File: config.mk
export PLATFORM = sky130hd
export DESIGN_NAME = fnd_display_arbiter
export DESIGN_NICKNAME = d
export VERILOG_FILES = /design/src/rtl/fnd_display_arbiter.sv
export SDC_FILE = /design/constraint.sdc
export NUM_CORES = 1
export LEC_CHECK = 0
export ABC_AREA = 1
export CAP_MARGIN = 20
export CORE_MARGIN = 2
export CORE_UTILIZATION = 25
export DETAILED_ROUTE_END_ITERATION = 8
export GPL_ROUTABILITY_DRIVEN = 1
export SKIP_LAST_GASP = 1
export SLEW_MARGIN = 20
export SYNTH_ARGS = -nofsm -noshare
export SYNTH_HDL_FRONTEND = slang
export SYNTH_SLANG_ARGS = --single-unit
File: constraint.sdc
create_clock -name clk -period 3.5 [get_ports clk]
set_input_delay 0.35 -clock clk [delete_from_list [all_inputs] [get_ports clk]]
set_output_delay 0.35 -clock clk [all_outputs]
set_load 0.005 [all_outputs]
File: src/rtl/fnd_display_arbiter.sv
`default_nettype none
// ============================================================================
// Module      : fnd_display_arbiter
// Description : Chooses what the 4-digit FND shows (brew animation, error,
//               price message or idle balance, highest priority first),
//               drives the FND controller's data/animation inputs and runs
//               the brew watchdog.
// Revision    : 1.0  initial release
// ============================================================================
module fnd_display_arbiter #(
    parameter int          MSG_HOLD_CYCLES = 200_000_000,
    parameter int          BREW_TIMEOUT    = 600_000_000,
    parameter logic [13:0] ERR_CODE        = 14'd11111
) (
    input  logic        clk,
    input  logic        reset,
    input  logic [13:0] balance,
    input  logic        price_req,
    input  logic [13:0] price_val,
    input  logic        err_req,
    input  logic        brew_start,
    input  logic        timer_done,
    output logic [13:0] disp_data,
    output logic        anim_en,
    output logic        brew_done,
    output logic        brew_fault,
    output logic [1:0]  src
);

    // Counter widths; a minimum of one bit keeps degenerate values legal.
    localparam int c_HOLD_W = (MSG_HOLD_CYCLES > 1) ? $clog2(MSG_HOLD_CYCLES) : 1;
    localparam int c_WD_W   = (BREW_TIMEOUT > 1)    ? $clog2(BREW_TIMEOUT)    : 1;

    localparam logic [c_HOLD_W-1:0] c_HOLD_LAST = c_HOLD_W'(MSG_HOLD_CYCLES - 1);
    localparam logic [c_WD_W-1:0]   c_WD_LAST   = c_WD_W'(BREW_TIMEOUT - 1);
    localparam logic [c_HOLD_W-1:0] c_HOLD_ONE  = c_HOLD_W'(1);
    localparam logic [c_WD_W-1:0]   c_WD_ONE    = c_WD_W'(1);

    // The state encoding doubles as the src output code.
    typedef enum logic [1:0] {
        S_IDLE = 2'd0,
        S_MSG  = 2'd1,
        S_ERR  = 2'd2,
        S_BREW = 2'd3
    } state_t;

    state_t              r_state;
    state_t              w_state_nxt;
    logic [c_HOLD_W-1:0] r_hold_cnt;
    logic [c_HOLD_W-1:0] w_hold_nxt;
    logic [c_WD_W-1:0]   r_wd_cnt;
    logic [c_WD_W-1:0]   w_wd_nxt;
    logic                r_err_pending;
    logic                w_err_pending_nxt;
    logic [13:0]         r_price;
    logic [13:0]         w_price_nxt;
    logic                w_brew_done_nxt;
    logic                w_brew_fault_nxt;
    logic [13:0]         w_disp_nxt;

    logic [13:0]         r_disp_data;
    logic                r_anim_en;
    logic                r_brew_done;
    logic                r_brew_fault;

    // State, counters and all outputs; reset acts immediately so anim_en
    // drops (clearing the FND controller timers) without waiting for a clock.
    always_ff @(posedge clk or posedge reset) begin
        if (reset) begin
            r_state       <= S_IDLE;
            r_hold_cnt    <= '0;
            r_wd_cnt      <= '0;
            r_err_pending <= 1'b0;
            r_price       <= '0;
            r_disp_data   <= '0;
            r_anim_en     <= 1'b0;
            r_brew_done   <= 1'b0;
            r_brew_fault  <= 1'b0;
        end else begin
            r_state       <= w_state_nxt;
            r_hold_cnt    <= w_hold_nxt;
            r_wd_cnt      <= w_wd_nxt;
            r_err_pending <= w_err_pending_nxt;
            r_price       <= w_price_nxt;
            r_disp_data   <= w_disp_nxt;
            r_anim_en     <= (w_state_nxt == S_BREW);
            r_brew_done   <= w_brew_done_nxt;
            r_brew_fault  <= w_brew_fault_nxt;
        end
    end

    // Next-state arbitration: brew beats error beats price in every state.
    always_comb begin
        w_state_nxt       = r_state;
        w_hold_nxt        = r_hold_cnt;
        w_wd_nxt          = r_wd_cnt;
        w_err_pending_nxt = r_err_pending;
        w_price_nxt       = r_price;
        w_brew_done_nxt   = 1'b0;
        w_brew_fault_nxt  = 1'b0;

        case (r_state)
            S_IDLE: begin
                if (brew_start) begin
                    w_state_nxt = S_BREW;
                    w_wd_nxt    = '0;
                end else if (err_req) begin
                    w_state_nxt = S_ERR;
                    w_hold_nxt  = '0;
                end else if (price_req) begin
                    w_state_nxt = S_MSG;
                    w_price_nxt = price_val;
                    w_hold_nxt  = '0;
                end
            end

            S_MSG: begin
                w_hold_nxt = r_hold_cnt + c_HOLD_ONE;
                if (brew_start) begin
                    w_state_nxt = S_BREW;
                    w_wd_nxt    = '0;
                end else if (err_req) begin
                    w_state_nxt = S_ERR;
                    w_hold_nxt  = '0;
                end else if (price_req) begin
                    w_price_nxt = price_val;
                    w_hold_nxt  = '0;
                end else if (r_hold_cnt == c_HOLD_LAST) begin
                    w_state_nxt = S_IDLE;
                    w_hold_nxt  = '0;
                end
            end

            S_ERR: begin
                // A price request is dropped while an error is shown.
                w_hold_nxt = r_hold_cnt + c_HOLD_ONE;
                if (brew_start) begin
                    w_state_nxt = S_BREW;
                    w_wd_nxt    = '0;
                end else if (err_req) begin
                    w_hold_nxt  = '0;
                end else if (r_hold_cnt == c_HOLD_LAST) begin
                    w_state_nxt = S_IDLE;
                    w_hold_nxt  = '0;
                end
            end

            default: begin  // S_BREW
                w_wd_nxt = r_wd_cnt + c_WD_ONE;
                if (err_req) begin
                    w_err_pending_nxt = 1'b1;
                end
                // timer_done wins over a coincident watchdog expiry.
                if (timer_done) begin
                    w_brew_done_nxt   = 1'b1;
                    w_err_pending_nxt = 1'b0;
                    w_hold_nxt        = '0;
                    w_state_nxt       = (r_err_pending || err_req) ? S_ERR : S_IDLE;
                end else if (r_wd_cnt == c_WD_LAST) begin
                    w_brew_fault_nxt  = 1'b1;
                    w_err_pending_nxt = 1'b0;
                    w_hold_nxt        = '0;
                    w_state_nxt       = S_ERR;
                end
            end
        endcase
    end

    // Display value follows the state being entered, so it changes together
    // with src and anim_en.
    always_comb begin
        w_disp_nxt = '0;
        case (w_state_nxt)
            S_IDLE:  w_disp_nxt = balance;
            S_MSG:   w_disp_nxt = w_price_nxt;
            S_ERR:   w_disp_nxt = ERR_CODE;
            default: w_disp_nxt = '0;
        endcase
    end

    assign disp_data  = r_disp_data;
    assign anim_en    = r_anim_en;
    assign brew_done  = r_brew_done;
    assign brew_fault = r_brew_fault;
    assign src        = r_state;

endmodule
`default_nettype wire

==> results of run 1 <==
[cell families (layout without fill, tap and decap cells)]
group / Yosys count / count (layout)
AO/OA/AOI/OAI: 61 / 61
flip-flops: 92 / 92
multiplexers: 19 / 19
AND/OR/NAND/NOR: 347 / 347
adder cells (fa/ha/maj): 6 / 6
buffers and inverters: 97 / 153
XOR/XNOR: 19 / 19
[synth_stat cells (all sizes together)]
cell,number
o22ai,1
a22oi,5
buf,10
nand3,63
o211ai,1
nor3,19
nand4,12
xnor2,3
o31ai,1
clkbuf,4
ha,6
xor2,16
a31oi,3
mux2i,5
inv,83
nor2,83
o21ai,31
a21oi,19
dfrtp,92
nand2,168
nor4,2
mux2,14
[state kept, by name, summed over array words and instances, names as in the netlist]
name           cells
r_wd_cnt          30
r_hold_cnt        28
disp_data         14
r_price           14
src                2
anim_en            1
brew_done          1
brew_fault         1
r_err_pending      1
[power groups by stage]
stage / Combinational, W / Clock (W) / Sequential (W)
2_1_floorplan: 0.00103 / 0 / 0.00136
3_3_place_gp: 0.00139 / 0 / 0.00137
3_5_place_dp: 0.00142 / 0 / 0.00138
4_1_cts: 0.00143 / 0.00101 / 0.00136
5_1_grt: 0.00158 / 0.00106 / 0.00138
6_report: 0.00140 / 0.000983 / 0.00135
[routing by layer]
layer / up-vias / routed length, um / share of wire, % / global-route usage [%]
met5: - / 0 / 0 / 0
met2: 58 / 5770 / 49 / 19.2
li1: 2153 / - / - / -
met1: 2013 / 5670 / 48 / 15.3
met4: 0 / 110 / 0.92 / 3.41
met3: 8 / 346 / 2.9 / 2.55
[cell type report]
class | count | area [um2] | share of cell area [%]
timing repair buffer | 54 | 548 | 8.84
tap | 270 | 338 | 5.45
clock buffer | 10 | 229 | 3.69
clock inverter | 6 | 63.8 | 1.03
multi-input combinational | 452 | 2400 | 38.7
sequential | 92 | 2300 | 37.1
inverter | 83 | 319 | 5.15
[placed cells by master (no fill, tap or decap), drive strengths merged]
cell           instances
buf                    2
mux2                  14
a22oi                  5
mux2i                  5
nand4                 12
nor4                   2
xnor2                  3
ha                     6
clkinvlp               2
inv                   84
nand3                 63
o211ai                 1
o31ai                  1
clkdlybuf4s50         52
nor3                  19
dfrtp                 92
a21oi                 19
clkinv                 2
bufinv                 1
clkbuf                10
nand2                168
o22ai                  1
nor2                  83
a31oi                  3
o21ai                 31
xor2                  16
[per-stage QoR]
step,hold slack [ns],power [W]
2_1_floorplan,0.422,0.00239
3_3_place_gp,0.477,0.00276
3_5_place_dp,0.487,0.00280
4_1_cts,0.476,0.00380
5_1_grt,0.500,0.00401
6_report,0.439,0.00374
[path summary, 6_finish.rpt]
kind | startpoint | endpoint | slack [ns] | depth (start not counted)
max | r_wd_cnt[0] | r_hold_cnt[16] | 0.98 | 12
min | reset | r_hold_cnt[7] | 0.44 | 2
max reg2reg | r_wd_cnt[0] | r_hold_cnt[16] | 0.98 | 12
min reg2reg | r_price[12] | r_price[12] | 0.50 | 1
max in group asynchronous | reset | r_price[7] | 2.39 | 3
min in group clk | r_price[12] | r_price[12] | 0.50 | 1
==> results_dict.tcl, run 1 <==
set metrics [dict create \
    p_int_w 0.00232 \
    worstSetupPathType "flop to flop" \
    worstSetupEndpointType "flop" \
    drt-total-wl_um 11900 \
    ys_ff_latch 92 \
    synth_compound_area_share_pct 6.63 \
    rsz0062_at_grt "false" \
    hold_viol_final 0 \
    crit_slowest_cell "dfrtp_1" \
    die_h_um 147 \
    clkSlewWorstSetupHoldPaths_ns 0.07 \
    root_buffer "clkbuf_16" \
    drtIter0Drc 162 \
    final_cell_area_um2 6200 \
    dpl.hpwl_um 8630 \
    cts_hold_buf 0 \
    synthMuxAreaShare_pct 4.06 \
    area_growth_pct 21.1 \
    grt-ovfl-total 0 \
    ant_nets 0 \
    yosysUniqueCellTypes 36 \
    antenna_found_initial 0 \
    synth_fa_ha_area_share_pct 1.47 \
    post-cts-setup-buffer-count 0 \
    clkLatencyLatePin_ns 0.35 \
    cp_top_family "simple AND/OR/NAND/NOR gates" \
    cp_cell_sequence "ha_1 > nand2_1 > nor2_2 > nand2_1 > inv_2 > nand3_1 > nand3_1 > nand2_2 > inv_2 > nand2_2 > inv_1 > nor2_1" \
    setup-violations-final 0 \
    start_util_pct 25.4 \
    syn_area_um2 5120 \
    dieArea_um2 21600 \
    n_fill_cell 2183 \
    slew_viol_final 0 \
    clock_sinks 92 \
    grt_pass1_vias 4085 \
    die_x_um 147 \
    power_frac_seq_pct 36.2 \
    synth_top_cell_by_area "dfrtp_1" \
    fin_crit_ns 2.52 \
    path_buf_inv 3 \
    fin_skew_ns 0.00749 \
    gp_congestion 0.874 \
    pwr-share-clk_pct 26.3 \
    grt_pass1_wl_um 20300 \
    final_util_pct 30.7 \
    wl_per_cell_um 12.3 \
    cap_violations 0 \
    fp.coreArea_um2 20200 \
    leakagePower_nw 2.70 \
    p_per_area_nw_per_um2 603 \
    fin_nets 732 \
    fmax_mhz 397 \
    io_buffer_count 52 \
    synth-seq-area-share_pct 45.0 \
    syn_avg_cell_area_um2 7.98 \
    yosys_warnings 0 \
    critPathMaxStageDelay_ns 0.39 \
    synth_area_leaders "dfrtp_1, nand2_1, inv_1" \
    switching_share_pct 37.9 \
    cts_tree "yes" \
    dp.cells 951 \
    vias 4232 \
    vdd_drop_max_mv 0.375 \
    drcViolationCount 0 \
    drt-vias-per-instance 4.38 \
    syn_nets 681 \
    status "finished, final reports clean" \
    arrival_ns 2.74 \
    numCtsBuffers 9 \
    combinationalPowerShare_pct 37.5 \
    finalSetupTns_ns 0 \
    setup.worst_path.start_class "flop" \
    synth_top_area_share_pct 45.0 \
    synthesis.instances 641 \
    cts_max_path_buffers 2 \
    diodes 0 \
    ios 53 \
    tightestPinTransition_ns 0.789 \
    drive_gt1_share_pct 11.5 \
    htree_levels 3 \
    placed_area_um2 5900 \
    crit_required_ns 3.72 \
    power_switching_w 0.00142 \
    slew_headroom_pct 47.3 \
    finalCritPeriodShare_pct 71.9 \
    grt.total_usage_pct 11.6 \
    ctsResizeCount 0 \
    synth_xor_xnor_area_share_pct 3.25 \
    grt_max_degree 48 \
    pre_cts_slack_ns 0.904 \
    setup_ws_ns 0.983 \
    synth_simple_gate_area_share_pct 31.4 \
    rows 52 \
    stdcell_count 967 \
    synth_top_family_by_area "simple AND/OR/NAND/NOR gates" \
    drtPass1Iterations 4 \
    hold_path_class "input pin to asynchronous set/reset pin" \
    cp_max_fo 23 \
]
Power figures use the tool's default switching activity.
==> run 2, diff against run 1 <==
==> constraint.sdc (replaced) <==
create_clock -name clk -period 2.5 [get_ports clk]
set_input_delay 0.25 -clock clk [delete_from_list [all_inputs] [get_ports clk]]
set_output_delay 0.25 -clock clk [all_outputs]
set_load 0.005 [all_outputs]
==> results_dict.tcl, run 2 (synthesized netlist as in run 1, its figures left out) <==
set metrics [dict create \
    fp.coreArea_um2 20200 \
    largest_register_ffs 30 \
    finalSetupTns_ns 0 \
    root_buffer "clkbuf_16" \
    drtPass1Iterations 5 \
    antenna_found_initial 0 \
    ctsResizeCount 0 \
    hold_path_class "input pin to asynchronous set/reset pin" \
    fin_skew_ns 0.0108 \
    status "finished, final reports clean" \
    htree_levels 3 \
    leakagePower_nw 2.75 \
    ios 53 \
    dpl.hpwl_um 8950 \
    die_h_um 147 \
    clkLatencyLatePin_ns 0.35 \
    grt_pass1_vias 4232 \
    n_fill_cell 2179 \
    tightestPinTransition_ns 0.505 \
    io_buffer_count 52 \
    vias 4233 \
    r2r-end "disp_data[12]" \
    worstSetupEndpointType "flop" \
    setup.worst_path.start_class "flop" \
    fmax_mhz 466 \
    power.total_w 0.00528 \
    cp_max_fo 21 \
    drive_gt1_share_pct 12.5 \
    setup_ws_ns 0.353 \
    gp_congestion 0.833 \
    grt-ovfl-total 0 \
    post-cts-setup-buffer-count 0 \
    hold_viol_final 0 \
    start_util_pct 25.4 \
    area_growth_pct 22.7 \
    cap_violations 0 \
    diodes 0 \
    reg2reg_from "r_wd_cnt[0]" \
    crit_required_ns 2.79 \
    cts_max_path_buffers 2 \
    layout_common_cells "nand2_1, dfrtp_1, inv_1" \
    placed_area_um2 5980 \
    worstSetupPathType "flop to flop" \
    layout_commonest_cell "nand2_1" \
    drcViolationCount 0 \
    rsz0062_at_grt "false" \
    slew_viol_final 0 \
    p_per_area_nw_per_um2 840 \
    wl_per_cell_um 12.1 \
    grt.total_usage_pct 11.5 \
    cts_hold_buf 0 \
    fin_crit_ns 2.15 \
    drt-vias-per-instance 4.34 \
    ant_nets 0 \
    slew_headroom_pct 66.3 \
    final_cell_area_um2 6280 \
    stdcell_count 975 \
    setup-violations-final 0 \
    largestRegisters "r_wd_cnt x30, r_hold_cnt x28" \
    critPathLaunch "r_wd_cnt[0]" \
    reg2regPathDepth 12 \
    drt-total-wl_um 11800 \
    grt_pass1_wl_um 20200 \
    die_x_um 147 \
    arrival_ns 2.43 \
    fin_nets 740 \
    clock_sinks 92 \
    clkSlewWorstSetupHoldPaths_ns 0.07 \
    numCtsBuffers 9 \
    rrSetupSlack_ns 0.35 \
    vdd_drop_max_mv 0.456 \
    regMostFlops "r_wd_cnt" \
    finalCritPeriodShare_pct 85.9 \
    pre_cts_slack_ns 0.328 \
    dieArea_um2 21600 \
    crit_path_end "disp_data[12]" \
    drtIter0Drc 280 \
    cts_tree "yes" \
    rows 52 \
    dp.cells 959 \
    grt_max_degree 29 \
]
run 2: cell count changes in the layout (fill, tap and decap cells not counted):
| cell | previous run | this run |
|---|---|---|
| buf_12 | 1 | 2 |
| clkinv_2 | 2 | 1 |
| buf_4 | 1 | 8 |
| clkinv_4 | 0 | 1 |
| clkbuf_8 | 0 | 1 |
| inv_4 | 1 | 0 |
run 2: metal layers:
layer	up-vias	track usage (%)	part of all wire, %
met3	13	2.70	3.6
li1	2172	-	-
met4	0	3.70	1.6
met1	1986	15.1	47
met2	62	18.8	48
met5	-	0	0
run 2: final cells by class:
class | instances | area [um2] | area share [%]
flip-flops and latches | 92 | 2300 | 36.7
multi-input cells | 452 | 2400 | 38.2
well taps | 270 | 338 | 5.38
inverters | 83 | 320 | 5.10
clock buffers | 11 | 243 | 3.86
repair buffers | 62 | 621 | 9.88
clock inverters | 5 | 60.1 | 0.956
run 2: metrics by stage:
stage          hold WS [ns]  utilization [%]
5_1_grt               0.330             31.1
3_5_place_dp          0.485             29.6
4_1_cts               0.305             31.1
6_report              0.289             31.1
3_3_place_gp          0.481             29.6
2_1_floorplan         0.322                -
run 2: power breakdown:
group          internal (W)  total, W  leakage [nW]  switching, W
sequential          0.00177   0.00189          1.22      0.000115
clock              0.000806   0.00138         0.146      0.000579
combinational      0.000754   0.00201          1.38       0.00125
total               0.00333   0.00528          2.75       0.00195
run 2: how the worst min path moves through the flow:
stage                         to  slack [ns]        start
floorplan             brew_fault        0.32   timer_done
global placement     r_price[12]        0.48  r_price[12]
detailed placement    r_price[0]        0.48   r_price[0]
CTS                 r_wd_cnt[10]        0.31        reset
global route         r_wd_cnt[7]        0.33        reset
finish              r_wd_cnt[19]        0.29        reset
run 2: worst max-delay path, cell delays in order, from the launching register on:
cell,delay [ns]
dfrtp_1,0.41
ha_1,0.24
nand2_1,0.10
nor2_2,0.05
nand2_1,0.12
inv_2,0.06
nand3_1,0.11
nand2_1,0.08
o21ai_0,0.21
nand2_1,0.09
nand2_2,0.38
nand3_1,0.14
nand2_1,0.08
